--- src/rtl/hazard_pkg.sv ---
// Shared types and defaults for the pipeline hazard unit and its scoreboard.
// Latency: n/a (types and a pure combinational helper only).
// Backpressure: n/a.
package hazard_pkg;

    // Default GPR address width (32 architectural registers)
    localparam int HZ_REG_AW = 5;

    // Operand source select for the execute-stage ALU inputs
    typedef enum logic [1:0] {
        FWD_RF = 2'b00,
        FWD_W  = 2'b01,
        FWD_M  = 2'b10
    } fwd_sel_t;

    // Serialising FSM: normal issue, or draining long ops ahead of a sync instruction
    typedef enum logic {
        HZ_RUN   = 1'b0,
        HZ_DRAIN = 1'b1
    } hz_state_t;

    // Memory stage has the younger result, so it takes priority over writeback
    function automatic fwd_sel_t fwdSel(input logic hitM, input logic hitW);
        fwd_sel_t sel;
        sel = FWD_RF;
        if (hitW) sel = FWD_W;
        if (hitM) sel = FWD_M;
        return sel;
    endfunction

endpackage

--- src/rtl/hazard_sb_regs.sv ---
// Busy scoreboard for long-latency ops: per-GPR busy bits, HI/LO busy bit, outstanding count.
// Latency: state updates on the clock edge after issue/completion; outputs are registered.
// Backpressure: pendFull tells the caller to hold issue; it never refuses an issue itself.
module hazard_sb_regs
    import hazard_pkg::*;
#(
    parameter int REG_AW   = HZ_REG_AW,
    parameter int MAX_PEND = 4,
    parameter int PEND_W   = 4
) (
    input  logic                     clk,
    input  logic                     rst,
    input  logic                     issueVld,
    input  logic                     issueHilo,
    input  logic [REG_AW-1:0]        issueReg,
    input  logic                     doneVld,
    input  logic                     doneHilo,
    input  logic [REG_AW-1:0]        doneReg,
    output logic [(2**REG_AW)-1:0]   busyVec,
    output logic                     hiloBusy,
    output logic [PEND_W-1:0]        pendCnt,
    output logic                     pendFull
);

    localparam logic [PEND_W-1:0] PEND_MAX = PEND_W'(MAX_PEND);

    logic [(2**REG_AW)-1:0] busyNext;
    logic                   hiloNext;
    logic [PEND_W-1:0]      cntNext;
    logic                   doneHit;

    assign pendFull = (pendCnt == PEND_MAX);

    // A completion only counts if its target is actually busy; stale completions
    // (e.g. from ops issued before a reset) fall out here. Bit 0 is never set.
    always_comb begin
        doneHit = doneVld & (doneHilo ? hiloBusy : busyVec[doneReg]);
    end

    // Next busy state: clear first, then set, so a same-cycle set of the same target wins
    always_comb begin
        busyNext = busyVec;
        hiloNext = hiloBusy;
        if (doneHit && !doneHilo) busyNext[doneReg] = 1'b0;
        if (doneHit && doneHilo)  hiloNext = 1'b0;
        if (issueVld && !issueHilo) busyNext[issueReg] = 1'b1;
        if (issueVld && issueHilo)  hiloNext = 1'b1;
        busyNext[0] = 1'b0;
    end

    // Outstanding count: issue and completion in one cycle cancel; never wraps either way
    always_comb begin
        cntNext = pendCnt;
        if (issueVld && !doneHit && !pendFull) begin
            cntNext = pendCnt + PEND_W'(1);
        end else if (doneHit && !issueVld && (pendCnt != '0)) begin
            cntNext = pendCnt - PEND_W'(1);
        end
    end

    // Scoreboard state register; reset drops every outstanding op immediately
    always_ff @(posedge clk or posedge rst) begin
        if (rst) begin
            busyVec  <= '0;
            hiloBusy <= 1'b0;
            pendCnt  <= '0;
        end else begin
            busyVec  <= busyNext;
            hiloBusy <= hiloNext;
            pendCnt  <= cntNext;
        end
    end

endmodule

--- src/rtl/hazard_scoreboard.sv ---
// Hazard unit for the 5-stage pipeline: forwarding, load-use/branch/jr stalls, long-op scoreboard, sync drain.
// Latency: all stall/flush/forward outputs are combinational; scoreboard and FSM state update per clock.
// Backpressure: stallF/stallD hold fetch/decode; stallE holds execute when MAX_PEND ops are in flight. HAZARD_PERF_EN adds stall counters.
module hazard_scoreboard
    import hazard_pkg::*;
#(
    parameter int REG_AW   = HZ_REG_AW,
    parameter int MAX_PEND = 4,
    parameter int PEND_W   = 4
) (
    input  logic                    clk,
    input  logic                    rst,
    input  logic [REG_AW-1:0]       rsD,
    input  logic [REG_AW-1:0]       rtD,
    input  logic                    branchD,
    input  logic                    jumpD,
    input  logic                    jrD,
    input  logic                    balD,
    input  logic                    syncD,
    input  logic                    usesHiloD,
    input  logic [REG_AW-1:0]       rsE,
    input  logic [REG_AW-1:0]       rtE,
    input  logic [REG_AW-1:0]       writeRegE,
    input  logic                    regWriteE,
    input  logic                    memToRegE,
    input  logic                    longIssueE,
    input  logic                    longHiloE,
    input  logic                    longDone,
    input  logic [REG_AW-1:0]       longDoneReg,
    input  logic                    longDoneHilo,
    input  logic [REG_AW-1:0]       writeRegM,
    input  logic [REG_AW-1:0]       writeRegW,
    input  logic                    regWriteM,
    input  logic                    memToRegM,
    input  logic                    regWriteW,
    output logic                    stallF,
    output logic                    stallD,
    output logic                    stallE,
    output logic                    flushE,
    output logic                    forwardAD,
    output logic                    forwardBD,
    output logic [1:0]              forwardAE,
    output logic [1:0]              forwardBE,
    output logic [(2**REG_AW)-1:0]  busyVec,
    output logic                    hiloBusy,
    output logic [PEND_W-1:0]       pendCnt
`ifdef HAZARD_PERF_EN
    ,
    output logic [31:0]             perfStallCyc,
    output logic [31:0]             perfSbStallCyc
`endif
);

    hz_state_t state;
    hz_state_t stateNext;

    logic hitAEM, hitAEW, hitBEM, hitBEW;
    logic lwStall, branchStall, jumpStall, sbStall, stallOther;
    logic structStall, pendFull, drainReq, drainStall;
    logic issueAccept;

    // ---------------- forwarding ----------------
    assign hitAEM = (rsE != '0) & regWriteM & (rsE == writeRegM);
    assign hitAEW = (rsE != '0) & regWriteW & (rsE == writeRegW);
    assign hitBEM = (rtE != '0) & regWriteM & (rtE == writeRegM);
    assign hitBEW = (rtE != '0) & regWriteW & (rtE == writeRegW);

    assign forwardAE = fwdSel(hitAEM, hitAEW);
    assign forwardBE = fwdSel(hitBEM, hitBEW);

    // Branch comparator in D can only take results already sitting in M
    assign forwardAD = (rsD != '0) & regWriteM & (rsD == writeRegM);
    assign forwardBD = (rtD != '0) & regWriteM & (rtD == writeRegM);

    // ---------------- classic stalls ----------------
    assign lwStall     = memToRegE & ((rtE == rsD) | (rtE == rtD));
    assign branchStall = branchD &
                         ((regWriteE & ((writeRegE == rsD) | (writeRegE == rtD))) |
                          (memToRegM & ((writeRegM == rsD) | (writeRegM == rtD))));
    assign jumpStall   = jrD &
                         ((regWriteE & (writeRegE == rsD)) |
                          (memToRegM & (writeRegM == rsD)));

    // ---------------- scoreboard ----------------
    // A long op with no architectural target (GPR 0, not HI/LO) has nothing to
    // track, so it is not counted; otherwise its completion could never retire it.
    assign structStall = longIssueE & pendFull;
    assign issueAccept = longIssueE & ~structStall & (longHiloE | (writeRegE != '0));

    hazard_sb_regs #(
        .REG_AW   (REG_AW),
        .MAX_PEND (MAX_PEND),
        .PEND_W   (PEND_W)
    ) u_sb_regs (
        .clk       (clk),
        .rst       (rst),
        .issueVld  (issueAccept),
        .issueHilo (longHiloE),
        .issueReg  (writeRegE),
        .doneVld   (longDone),
        .doneHilo  (longDoneHilo),
        .doneReg   (longDoneReg),
        .busyVec   (busyVec),
        .hiloBusy  (hiloBusy),
        .pendCnt   (pendCnt),
        .pendFull  (pendFull)
    );

    assign sbStall    = busyVec[rsD] | busyVec[rtD] | (usesHiloD & hiloBusy) | structStall;
    assign stallOther = lwStall | branchStall | jumpStall | sbStall;
    assign drainReq   = syncD & (pendCnt != '0);

    // ---------------- serialising FSM ----------------
    // State register for the sync drain
    always_ff @(posedge clk or posedge rst) begin
        if (rst) state <= HZ_RUN;
        else     state <= stateNext;
    end

    // The sync instruction is held from the very cycle it is seen with ops in
    // flight, so it cannot slip into E before the drain state is registered.
    always_comb begin
        stateNext  = state;
        drainStall = 1'b0;
        case (state)
            HZ_RUN: begin
                if (drainReq) begin
                    drainStall = 1'b1;
                    if (!stallOther) stateNext = HZ_DRAIN;
                end
            end
            HZ_DRAIN: begin
                drainStall = 1'b1;
                if ((pendCnt == '0) || ((pendCnt == PEND_W'(1)) && longDone)) begin
                    stateNext = HZ_RUN;
                end
            end
            default: stateNext = HZ_RUN;
        endcase
    end

    // ---------------- stage controls ----------------
    assign stallD = stallOther | drainStall;
    assign stallF = stallD;
    assign stallE = structStall;
    assign flushE = (stallD & ~stallE) | jumpD | (branchD & ~balD);

`ifdef HAZARD_PERF_EN
    // Saturating stall-cycle counters for performance monitoring
    always_ff @(posedge clk or posedge rst) begin
        if (rst) begin
            perfStallCyc   <= '0;
            perfSbStallCyc <= '0;
        end else begin
            if (stallD && (perfStallCyc != '1))    perfStallCyc   <= perfStallCyc + 32'd1;
            if (sbStall && (perfSbStallCyc != '1)) perfSbStallCyc <= perfSbStallCyc + 32'd1;
        end
    end
`endif

endmodule

--- config.mk ---
export PLATFORM = sky130hd
export DESIGN_NAME = hazard_scoreboard
export DESIGN_NICKNAME = d
export VERILOG_FILES = /design/src/rtl/hazard_pkg.sv /design/src/rtl/hazard_sb_regs.sv /design/src/rtl/hazard_scoreboard.sv
export SDC_FILE = /design/constraint.sdc
export NUM_CORES = 1
export LEC_CHECK = 0
export ABC_AREA = 1
export CAP_MARGIN = 40
export CORE_ASPECT_RATIO = 1.5
export CORE_MARGIN = 4
export CORE_UTILIZATION = 45
export DETAILED_ROUTE_END_ITERATION = 10
export HOLD_SLACK_MARGIN = 0.06
export PLACE_DENSITY = 0.76
export SLEW_MARGIN = 20
export SYNTH_ARGS = -nofsm -noshare
export SYNTH_HDL_FRONTEND = slang
export SYNTH_SLANG_ARGS = --single-unit
--- constraint.sdc ---
create_clock -name clk -period 2.4 [get_ports clk]
set_input_delay 0.36 -clock clk [delete_from_list [all_inputs] [get_ports clk]]
set_output_delay 0.36 -clock clk [all_outputs]
set_load 0.01 [all_outputs]
=== After elaboration in Yosys (flattened, before gate mapping) ===
Index checks and enable logic that the tools add are counted.

* Bits of input ports: 57
* Flip-flop bits (word level): 37
* Logic and storage cells: 127

* Reductions and logical operators: 26
* Mux-type cells: 27
* Order comparisons: 6
* Eq/ne operators: 14
* $add $sub $neg: 2
* Bitwise gates (word level): 48

{| class="wikitable"
|+ Operator list
! cell !! number
|-
| $mux 32 || 2
|-
| $eq 5x5->1 || 12
|-
| $and 32x32->32 || 1
|-
| $not 32->32 || 1
|-
| $or 32x32->32 || 1
|-
| $and 1x1->1 || 27
|-
| $reduce_bool 5->1 || 5
|-
| $lt 5x6->1 const B || 4
|-
| $bmux 1 s5 || 3
|-
| $or 1x1->1 || 15
|-
| $mux 1 || 14
|-
| $logic_and 1x1->1 || 11
|-
| $demux 1 s5 || 2
|-
| $ge 5x1->1 const B || 2
|-
| $mux 4 || 2
|-
| $logic_not 1->1 || 5
|-
| $add 4x1->4 const B || 1
|-
| $eq 4x1->1 const B || 1
|-
| $eq 4x3->1 const B || 1
|-
| $logic_not 4->1 || 1
|-
| $mux 2 || 2
|-
| $pmux 1 s2 || 2
|-
| $reduce_bool 2->1 || 2
|-
| $reduce_bool 4->1 || 1
|-
| 3 further kinds || 5
|}

=== Logic depth before layout (Yosys ltp) ===
* Word-level depth: 12
* Mapped depth: 17
* Depth with buffers taken out: 15

=== Modules after synthesis ===
From an unflattened synthesis, not the netlist that was laid out.

* Cell total of the unflattened synthesis: 632
* Area, all modules: 3702.3 um^2

{| class="wikitable"
|+ By module, submodules not included
! module !! area an instance (um^2) !! cells each !! seq. area each (um^2) !! times used
|-
| hazard_sb_regs || 2119.5 || 299 || 900.9 || 1
|-
| hazard_scoreboard || 1582.8 || 333 || 25.0 || 1
|}

=== Worst setup path before layout ===
Ideal clock, no wire load.

* Path kind: input-to-output
* Start point: input port rsD[1]
* End point: output port stallF
* Arrival: 1.650 ns
* Required time: 2.040 ns
* Setup slack: 0.390 ns
* Cell stages on the path: 13
* Cell sequence: clkbuf_1 -> inv_1 -> nand3_1 -> nand2_1 -> nand2_1 -> nand2_1 -> inv_1 -> nand2_1 -> nand2_1 -> nand2_1 -> nor2_1 -> nand3_1 -> buf_4

* Word-level cells in the longest chain between the ends: 9
* Elaborated cells on any way between the ends: 24
* Classes of those cells: eq/ne (3); mux (2); bitwise (19)

{| class="wikitable"
|+ Ends and longest elaborated chain
! element !! RTL line !! RTL
|-
| start, declared || hazard_scoreboard.sv:13 || <nowiki>input logic [REG_AW-1:0] rsD,</nowiki>
|-
| parallel branches: the longest is 7 deep, another holds $bmux 1 s5 || - ||
|-
| $or 1x1->1 (*) || hazard_scoreboard.sv:110 || <nowiki>assign stallOther = lwStall | branchStall | jumpStall | sbStall;</nowiki>
|-
| $or 1x1->1 (*) || hazard_scoreboard.sv:143 || <nowiki>assign stallD = stallOther | drainStall;</nowiki>
|-
| end, declared || hazard_scoreboard.sv:36 || <nowiki>output logic stallF,</nowiki>
|}

Mark *: on every way between the ends. The select of a mux whose other input is x is not followed.

=== Worst setup path in the final report ===
* Start point: input port rsE[1]
* End point: output port forwardAE[0]

* Word-level cells in the longest chain between the ends: 5
* Elaborated cells on any way between the ends: 9
* Classes of those cells: eq/ne (2); mux (2); bitwise (4); reduce/logical (1)

{| class="wikitable"
|+ Ends and longest elaborated chain
! element !! RTL line !! RTL
|-
| start, declared || hazard_scoreboard.sv:21 || <nowiki>input logic [REG_AW-1:0] rsE,</nowiki>
|-
| $reduce_bool 5->1 || hazard_scoreboard.sv:63, hazard_scoreboard.sv:64 ||
|-
| $and 1x1->1 (2 in series) || hazard_scoreboard.sv:64 || <nowiki>assign hitAEW = (rsE != '0) & regWriteW & (rsE == writeRegW);</nowiki>
|-
| $mux 1 || hazard_pkg.sv:26 || <nowiki>if (hitW) sel = FWD_W;</nowiki>
|-
| $mux 2 (*) || hazard_pkg.sv:27 || <nowiki>if (hitM) sel = FWD_M;</nowiki>
|-
| end, declared || hazard_scoreboard.sv:42 || <nowiki>output logic [1:0] forwardAE,</nowiki>
|}

Mark *: on every way between the ends. The rest lies on a longest branch, timed or not.

==> results.json <==
{
  "hold_viol": 0,
  "r2r_setup_slack_ns": 0.37,
  "antenna_cells": 0,
  "dp_worst_setup_slack_ns": -0.545,
  "drc": 0,
  "ys_warn_count": 0,
  "mostFrequentLayoutCells": "276 x nand2_1, 116 x buf_4, 114 x nand3_1",
  "arrival_ns": 2.00,
  "cts-htree-levels": 2,
  "portBuffers": 102,
  "r2r_cells": 15,
  "ant_nets": 0,
  "ir_drop_mv": 0.553,
  "clock_sinks": 37,
  "path_cells": "clkdlybuf4s50_1, buf_4, xor2_1, nor4_2, o2111a_1, nor2_1, dlygate4sd2_1",
  "area_growth_pct": 57.0,
  "syn_nets": 759,
  "clk_path_buf_depth": 2,
  "register_area_um2": 927,
  "cp.required_ns": 2.04,
  "powerDensity_mw_per_mm2": 730,
  "die_area_mm2": 0.0105,
  "root_buffer": "clkbuf_16",
  "finalSetupViolations": 0,
  "cts.reportedPaths.clkPinSlew_ns": 0.06,
  "path_class": "input port to output port",
  "cp-startpoint": "rsE[1]",
  "antenna_found_initial": 0,
  "final_cells": 1008,
  "clock_skew_ns": 0.00478,
  "dpl.hpwl_um": 13400,
  "multi_input_area_mm2": 0.00274,
  "maxCapViolations": 0,
  "ys_seq_area_share_pct": 23.1,
  "endpoint_kind": "output port",
  "netSwitchingPower_mw": 1.94,
  "synth_flop_cell": "dfrtp_1",
  "dr.first_iter.drc_count": 421,
  "power_frac_seq_pct": 25.2,
  "wl_um": 17300,
  "drv_slew": 0,
  "synth_edf_count": 0,
  "timing.setup.tns_ns": 0,
  "reg2reg_to": "u_sb_regs.busyVec[30]",
  "layout_commonest_cell": "nand2_1",
  "cts_tree": "built",
  "start_util_pct": 46.8,
  "slew_headroom_pct": 48.0,
  "core_area_mm2": 0.00857,
  "fmax_ghz": 0.424,
  "grt_pass1_wl_um": 27100,
  "period_needed_ns": 2.36,
  "syn_inst": 699,
  "routabilityCongestion": 0.984,
  "dr.pass1.iters": 6,
  "dpl.cell_count": 995,
  "ios": 104,
  "synth_seq_cells": 37,
  "synthArstFlopShare_pct": 100,
  "synth_top_family_by_area": "simple AND/OR/NAND/NOR gates",
  "synthMuxAreaShare_pct": 0,
  "critPathMaxStageDelay_ns": 0.48,
  "cts_buffers": 5,
  "viasPerCell": 5.56,
  "dr_total_vias": 5605,
  "p_int_mw": 2.66,
  "nFillCells": 748,
  "p_total_mw": 4.60,
  "worstReg2RegStart": "u_sb_regs.busyVec[16]",
  "grt_pass1_vias": 5349,
  "synth-simple-area-share_pct": 49.4,
  "grt_start_max_net_pins": 38,
  "pwr-share-clk_pct": 14.4,
  "tightestPinTransition_ns": 0.776,
  "crit_cells": 7,
  "crit_family": "buffers and inverters",
  "hold-worst-slack_ns": 0.508,
  "cp-start-kind": "input port",
  "die_w_um": 85.1,
  "grt_use_total_pct": 32.6,
  "critPathMaxFanout": 3,
  "status": "complete, no violations",
  "netlist_area_mm2": 0.00401,
  "clk_latency_ns": 0.29,
  "setup_ws_ns": 0.0394,
  "crit_end": "forwardAE[0]",
  "drive_above_1_share_pct": 20.0,
  "yosys.area_share.adder_pct": 0.936,
  "path_buf_inv": 3,
  "rows": 41,
  "grt_overflow": 0,
  "swShare_pct": 42.2,
  "hp-class": "input port to asynchronous set/reset pin",
  "synth.avg_cell_area_um2": 5.74,
  "final_nets": 961,
  "pwr-share-comb_pct": 60.4,
  "synth.distinct_cells": 35,
  "die_h_um": 124,
  "rsz0062_at_grt": "yes",
  "leakage_nw": 3.30,
  "synthXorXnorAreaFrac_pct": 7.42,
  "wl_per_cell_um": 17.2,
  "crit_slowest_cell": "clkdlybuf4s50_1",
  "finalCritPeriodShare_pct": 98.4,
  "synth-compound-area-share_pct": 8.33
}
[Yosys cell counts (all sizes together), types with 6 or more instances]
cell	n	area, µm²
o22ai	6	37.5
xnor2	10	87.6
nor2	34	145
dfrtp	37	926
nand2	277	1050
o21ai	12	60.1
a21oi	31	159
clkbuf	16	60.1
nand3	118	596
xor2	24	210
buf	21	126
nand4	6	37.5
inv	64	240
nor3	21	105
[routing by layer]
| metal | vias up | global-route usage [%] | wire [µm] | part of all wire (%) |
|---|---|---|---|---|
| li1 | 2663 | - | - | - |
| met1 | 2563 | 38.0 | 6320 | 36 |
| met2 | 314 | 58.0 | 8880 | 51 |
| met3 | 65 | 5.69 | 1450 | 8.3 |
| met4 | 0 | 14.7 | 682 | 3.9 |
| met5 | - | 0 | 0 | 0 |
[stage by stage]
step	util (%)	instance area (µm²)
2_1_floorplan	-	4010
3_5_place_dp	69.8	5980
6_report	73.5	6300
5_1_grt	73.5	6300
3_3_place_gp	69.7	5970
4_1_cts	72.4	6210
[final cells by class]
| type | instances | share of cell area (%) |
|---|---|---|
| inverter | 65 | 3.91 |
| clock buffer | 7 | 2.26 |
| timing repair buffer | 232 | 33.5 |
| sequential | 37 | 14.7 |
| tap | 107 | 2.13 |
| multi-input combinational | 560 | 43.5 |
[timing repair]
action / CTS / global route
hold buffers: 0 / 0
pin swaps: 3 / 6
resized for setup: 47 / 37
setup buffers: 3 / 2
hold endpoints to repair: 0 / 0
gates cloned: 1 / 0
endpoints found under the setup margin: 9 / 41
[cell families (layout without fill, tap and decap cells)]
logic type               Yosys count  in the layout
AND/OR/NAND/NOR                  464            464
buffers and inverters            102            304
AO/OA/AOI/OAI                     58             58
flip-flops                        37             37
XOR/XNOR                          34             34
adder cells (fa/ha/maj)            3              3
other                              1              1
[power by group through the flow]
stage | Clock, mW | Combinational (mW) | Sequential (mW)
6_report | 0.664 | 2.78 | 1.16
5_1_grt | 0.700 | 3.05 | 1.18
4_1_cts | 0.669 | 2.73 | 1.14
3_5_place_dp | 0 | 2.70 | 1.14
3_3_place_gp | 0 | 2.65 | 1.14
2_1_floorplan | 0 | 1.10 | 1.29
[tightest hold or removal path, delay by kind of cell]
kind	cells	cell delay, ns
buffers and inverters	3	0.88
[registers in the layout, summed over array words and instances, names as in the netlist]
signal              flops
u_sb_regs.busyVec      31
state                   1
u_sb_regs.pendCnt       4
u_sb_regs.hiloBusy      1
[worst min path at each step]
stage                                  endpoint  slack (ns)  cells after the start
after floorplan                           state        0.50                      2
after global placement                    state        0.52                      2
after detailed placement                  state        0.53                      2
after CTS                 u_sb_regs.busyVec[16]        0.54                      3
after global routing       u_sb_regs.busyVec[6]        0.57                      3
final                     u_sb_regs.busyVec[16]        0.51                      3
(Power assumes the default switching activity.)
